[src/rtl/adc_sar_ctrl_if.sv]
// Request/result and DAC-side signals of the SAR ADC controller.
// The controller connects through the slave modport; the requester and the DAC/comparator side use master.
interface adc_sar_ctrl_if #(
    parameter int WIDTH = 10
);
    logic             start;
    logic             comp;
    logic             dac_en;
    logic [WIDTH-1:0] dac_d;
    logic             busy;
    logic             valid;
    logic [WIDTH-1:0] data;

    modport slave  (input start, comp, output dac_en, dac_d, busy, valid, data);
    modport master (output start, comp, input dac_en, dac_d, busy, valid, data);
endinterface

[src/rtl/adc_sar_ctrl.sv]
// Successive-approximation controller: DAC warm-up, MSB-first bit trials, one-cycle result strobe.
// Define ADC_SAR_OVERSAMPLE_EN to average four conversions per request.
module adc_sar_ctrl #(
    parameter int WIDTH         = 10,
    parameter int SETTLE_CYCLES = 2
) (
    input  logic          clk,
    input  logic          reset,
    adc_sar_ctrl_if.slave sar
);
    localparam int IW = $clog2(WIDTH);
    localparam logic [WIDTH-1:0] MSB_CODE = {1'b1, {(WIDTH-1){1'b0}}};

    typedef enum logic [1:0] {IDLE, WARM, TRIAL, DONE} state_t;

    state_t           state_q, state_d;
    logic [3:0]       cnt_q, cnt_d;
    logic [IW-1:0]    idx_q, idx_d;
    logic [WIDTH-1:0] code_q, code_d;
    logic [WIDTH-1:0] data_q, data_d;
    logic             en_q, en_d;
    logic             busy_q, busy_d;
    logic             valid_q, valid_d;
    logic [WIDTH-1:0] bit_mask;
    logic [WIDTH-1:0] kept;
`ifdef ADC_SAR_OVERSAMPLE_EN
    logic [1:0]       pass_q, pass_d;
    logic [WIDTH+1:0] acc_q, acc_d;
    logic [WIDTH+1:0] acc_sum;
    logic [WIDTH+1:0] rounded;

    assign acc_sum = acc_q + (WIDTH+2)'(kept);
    assign rounded = acc_sum + (WIDTH+2)'(2);
`endif

    // Trial code with the bit under test resolved by the comparator.
    assign bit_mask = MSB_CODE >> (IW'(WIDTH-1) - idx_q);
    assign kept     = sar.comp ? code_q : (code_q & ~bit_mask);

    always_comb begin
        // NOTE: every variable gets a default first so no path can infer a latch.
        state_d = state_q;
        cnt_d   = cnt_q;
        idx_d   = idx_q;
        code_d  = code_q;
        data_d  = data_q;
`ifdef ADC_SAR_OVERSAMPLE_EN
        pass_d  = pass_q;
        acc_d   = acc_q;
`endif
        unique case (state_q)
            IDLE: begin
                if (sar.start) begin
                    state_d = WARM;
                    cnt_d   = 4'(SETTLE_CYCLES - 1);
`ifdef ADC_SAR_OVERSAMPLE_EN
                    pass_d  = '0;
                    acc_d   = '0;
`endif
                end
            end
            WARM: begin
                if (cnt_q == 4'd0) begin
                    state_d = TRIAL;
                    cnt_d   = 4'(SETTLE_CYCLES);
                    idx_d   = IW'(WIDTH - 1);
                    code_d  = MSB_CODE;
                end else begin
                    cnt_d = cnt_q - 4'd1;
                end
            end
            TRIAL: begin
                if (cnt_q != 4'd0) begin
                    cnt_d = cnt_q - 4'd1;
                end else if (idx_q != '0) begin
                    idx_d  = idx_q - 1'b1;
                    code_d = kept | (bit_mask >> 1);
                    cnt_d  = 4'(SETTLE_CYCLES);
                end else begin
`ifdef ADC_SAR_OVERSAMPLE_EN
                    acc_d = acc_sum;
                    if (pass_q != 2'd3) begin
                        // Next pass restarts at the MSB; the DAC is already warm.
                        pass_d = pass_q + 2'd1;
                        idx_d  = IW'(WIDTH - 1);
                        code_d = MSB_CODE;
                        cnt_d  = 4'(SETTLE_CYCLES);
                    end else begin
                        state_d = DONE;
                        code_d  = '0;
                        data_d  = rounded[WIDTH+1:2];
                    end
`else
                    state_d = DONE;
                    code_d  = '0;
                    data_d  = kept;
`endif
                end
            end
            DONE:    state_d = IDLE;
            default: state_d = IDLE;
        endcase

        en_d    = (state_d == WARM) || (state_d == TRIAL);
        busy_d  = en_d;
        valid_d = (state_d == DONE);
    end

    // NOTE: sequential state uses non-blocking assignments so all registers update together.
    always_ff @(posedge clk or posedge reset) begin
        if (reset) begin
            state_q <= IDLE;
            cnt_q   <= '0;
            idx_q   <= '0;
            code_q  <= '0;
            data_q  <= '0;
            en_q    <= 1'b0;
            busy_q  <= 1'b0;
            valid_q <= 1'b0;
`ifdef ADC_SAR_OVERSAMPLE_EN
            pass_q  <= '0;
            acc_q   <= '0;
`endif
        end else begin
            state_q <= state_d;
            cnt_q   <= cnt_d;
            idx_q   <= idx_d;
            code_q  <= code_d;
            data_q  <= data_d;
            en_q    <= en_d;
            busy_q  <= busy_d;
            valid_q <= valid_d;
`ifdef ADC_SAR_OVERSAMPLE_EN
            pass_q  <= pass_d;
            acc_q   <= acc_d;
`endif
        end
    end

    assign sar.dac_en = en_q;
    assign sar.dac_d  = code_q;
    assign sar.busy   = busy_q;
    assign sar.valid  = valid_q;
    assign sar.data   = data_q;
endmodule

[src/flat_wrapper.sv]
// flat-port wrapper written by rule: the top's interface ports become plain ports
module adc_sar_ctrl_flat 
#(
    parameter int WIDTH         = 10,
    parameter int SETTLE_CYCLES = 2
)
  (clk, reset, sar_start, sar_comp, sar_dac_en, sar_dac_d, sar_busy, sar_valid, sar_data);
  adc_sar_ctrl_if #(.WIDTH(WIDTH)) sar_i ();
  input  logic clk;
  input  logic reset;
  input wire logic [$bits(sar_i.start)-1:0] sar_start;
  input wire logic [$bits(sar_i.comp)-1:0] sar_comp;
  output wire logic [$bits(sar_i.dac_en)-1:0] sar_dac_en;
  output wire logic [$bits(sar_i.dac_d)-1:0] sar_dac_d;
  output wire logic [$bits(sar_i.busy)-1:0] sar_busy;
  output wire logic [$bits(sar_i.valid)-1:0] sar_valid;
  output wire logic [$bits(sar_i.data)-1:0] sar_data;
  assign sar_i.start = sar_start;
  assign sar_i.comp = sar_comp;
  assign sar_dac_en = sar_i.dac_en;
  assign sar_dac_d = sar_i.dac_d;
  assign sar_busy = sar_i.busy;
  assign sar_valid = sar_i.valid;
  assign sar_data = sar_i.data;
  adc_sar_ctrl #(.WIDTH(WIDTH), .SETTLE_CYCLES(SETTLE_CYCLES)) u_core (.clk(clk), .reset(reset), .sar(sar_i));
endmodule
[config.mk]
export PLATFORM = sky130hd
export DESIGN_NAME = adc_sar_ctrl_flat
export DESIGN_NICKNAME = d
export VERILOG_FILES = /design/src/rtl/adc_sar_ctrl_if.sv /design/src/rtl/adc_sar_ctrl.sv /design/src/flat_wrapper.sv
export SDC_FILE = /design/constraint.sdc
export NUM_CORES = 1
export LEC_CHECK = 0
export ABC_AREA = 1
export CAP_MARGIN = 10
export CORE_ASPECT_RATIO = 0.5
export CORE_MARGIN = 3
export CORE_UTILIZATION = 40
export DETAILED_ROUTE_END_ITERATION = 7
export RECOVER_POWER = 25
export SETUP_SLACK_MARGIN = 0.05
export SLEW_MARGIN = 20
export SYNTH_ARGS = -nofsm -noshare
export SYNTH_HDL_FRONTEND = slang
export SYNTH_SLANG_ARGS = --single-unit
[constraint.sdc]
create_clock -name clk -period 3.8 [get_ports clk]
set_input_delay 0.38 -clock clk [delete_from_list [all_inputs] [get_ports clk]]
set_output_delay 0.38 -clock clk [all_outputs]
set_load 0.02 [all_outputs]
==> metrics.md <==
| Metric | Value |
|---|---|
| DRC violations left | 0 |
| Switching power | 848 uW |
| Total grt overflow | 0 |
| CTS root buf | clkbuf_8 |
| Die Footprint | 5730 um2 |
| H-tree levels | 2 |
| Top_reg_cell synth | dfrtp_1 |
| Fin. max-slew vios | 33 |
| Initial antenna violation count | 0 |
| Crit. End Element | async pin |
| Net Sw Frac | 0.466 |
| Unrepaired setup endpoints after global routing | false |
| Fmax | 0.465 GHz |
| Crit path depth | 3 |
| Pin slew with the least headroom to its limit | 1740 ps |
| Initial Util | 0.427 |
| Layout cells sized above 1 | 0.0870 |
| Outcome | complete, but fails checks |
| Max cap viols | 1 |
| Power Internal | 972 uW |
| R2r worst-path depth | 7 |
| Final Cycle Share | 0.566 |
| Final hold violation count | 0 |
| Via density | 4.63 |
| Synth Register Bits | 32 |
| Clock network power share | 0.159 |
| Vias | 1583 |
| Syn avg cell area | 7.76 um2 |
| Sequential share of the synthesized area | 0.416 |
| 1st-pass router iterations | 4 |
| Leak | 0.00123 uW |
| Setup bufs post-CTS | 0 |
| Clock Pin Slew Worst Setup and Hold Paths | 60 ps |
| Net Count, Synth | 266 |
| Cells after Synth | 248 |
| Post-synth EDFFs | 0 |
| Cts repair resizes | 0 |
| Critical Path Start Type | input pin |
| Async SR Flop Fraction | 1.00 |
| Synthesis Warnings | 0 |
| Overall routing resource usage | 0.147 |
| Cell variety after synth | 25 |
| Commonest non-fill, non-tap cell in the layout | nand2_1 |
| Hold-fix buffers at CTS | 0 |
| Hold Crit Class | reg -> reg |
| Fin nets | 294 |
| Failing checks | capacitance limit, slew limit |
| Final ANT Viol Nets | 0 |
| Crit path max-delay family | buffers and inverters |
| # diodes | 0 |
| Setup TNS Final | 0 ps |
| Site Rows | 17 |
| Max clock buf depth | 2 |
| CP peak stage delay | 1250 ps |
| Die Wd | 104 um |
| Slew HR | -0.160 |
| Final min period | 2150 ps |
| Worst Setup Path Type | in -> async |
| Crit path max-delay cell type | clkbuf_1 |
| Cts bufs inserted | 5 |
| Cell area after synthesis | 1920 um2 |
| Largest net degree at the start of global routing | 33 |
| CP max FO | 32 |
| First-pass GRT wire length | 6.52 mm |
| GP Congestion | 0.811 |
| Worst path buffer plus inverter count | 3 |
| Critical Path, Cell by Cell | dlygate4sd3_1 -> inv_1 -> clkbuf_1 |
| PnR Total Power | 1820 uW |
| Reg power frac | 0.291 |
| P&R area growth vs syn | 20.0% |
| Pwr/cell area | 788 nW/um2 |
| Port Buf Inserts | 26 |
| CTS tree | done |
| Skew final | 6.88 ps |
| Vias in the first global route | 1447 |
| Commonest cells after routing, fill and taps aside | nand2_1 (95), dfrtp_1 (32), inv_1 (25), clkdlybuf4s50_1 (25), nand3_1 (22) |
| CTS sink count | 32 |
| Latest clock arrival within the worst-skew pair | 290 ps |
| Worst Path Required | 3870 ps |
| Initial DRC count | 52 |
| I/O pin cnt | 27 |
| Final setup fails | 0 |
| Comb pwr share | 0.551 |
| Die H | 55.0 um |
| Detailed placement HPWL | 2.92 mm |
| Core area | 4510 um2 |
| Max IR drop VDD | 0.302 mV |
| Routed len/inst | 11.5 um |
| WL final | 3.94 mm |
| Critical path data arrival time | 2220 ps |
| Hold depth | 2 |
registers in the layout (all words and copies together) (netlist names):
| register | cells |
|---|---|
| u_core.sar.dac_en | 1 |
| u_core.sar.valid | 1 |
| u_core.state_q | 2 |
| u_core.idx_q | 4 |
| u_core.sar.dac_d | 10 |
| u_core.cnt_q | 4 |
| u_core.sar.data | 10 |
synthesized netlist by cell type, types with 4 or more instances:
library cell / n / area [um2]
a21oi_1: 5 / 25.0
buf_6: 4 / 45.0
dfrtp_1: 32 / 801
ha_1: 14 / 175
inv_1: 25 / 93.8
nand2_1: 95 / 357
nand2_4: 5 / 56.3
nand3_1: 22 / 110
nor2_1: 13 / 48.8
nor2_4: 4 / 45.0
o21ai_0: 11 / 55.1
layer usage:
metal  wire, um  track usage  up-vias
met1       1870        0.171      723
met5          0            0        -
met3        163       0.0452        6
met4         63       0.0596        0
met2       1840        0.265       27
li1           -            -      827
cell type report:
type                    count  area [um2]
fillers                   441        2200
multi-input cells         181         956
well taps                  66        82.6
repair buffers             27         264
inverters                  29         110
clock buffers               7        96.3
flip-flops and latches     32         801
through the flow:
stage          hold WS, ps  worst slack (ps)  cells  area [um2]   util
2_1_floorplan          496              2190    248        1920      -
3_3_place_gp           467              1980    335        2220  0.492
3_5_place_dp           470              1930    335        2220  0.492
4_1_cts                486              1920    342        2310  0.513
5_1_grt                523              1270    342        2310  0.512
6_report               482              1650    342        2310  0.512
final timing paths:
check | startpoint | endpoint | slack [ps]
setup reg to reg | u_core.state_q[0] | u_core.sar.dac_en | 1920
setup / recovery | reset | u_core.cnt_q[2] | 1650
max in group clk | u_core.state_q[0] | u_core.sar.dac_en | 1920
hold reg to reg | u_core.sar.data[9] | u_core.sar.data[9] | 480
hold / removal | u_core.sar.data[9] | u_core.sar.data[9] | 480
min in group asynchronous | reset | u_core.sar.data[0] | 1150
kinds of logic (layout without fill, tap and decap cells):
logic type	Yosys count	in the layout	synth area share
flip-flops	32	32	0.416
AND/OR/NAND/NOR	145	145	0.343
XOR/XNOR	1	1	0.00455
adder cells (fa/ha/maj)	14	14	0.0910
buffers and inverters	35	63	0.0871
AO/OA/AOI/OAI	21	21	0.0579
worst register-to-register path, cell delays in order (launching register included):
cell and delay [ps]:
dfrtp_1 420, inv_1 120, ha_1 400, nand3_2 180
nor2_4 160, nor2_1 60, a21oi_1 170, ha_1 250
power groups by stage:
stage                     Combinational (uW)  Clock, uW  Sequential (uW)
after global placement                   988          0              528
after CTS                               1010        297              529
final                                   1000        289              529
after detailed placement                1000          0              534
after floorplan                          711          0              594
after global routing                    1140        308              543
No activity file was read; power rests on OpenSTA's default activity.
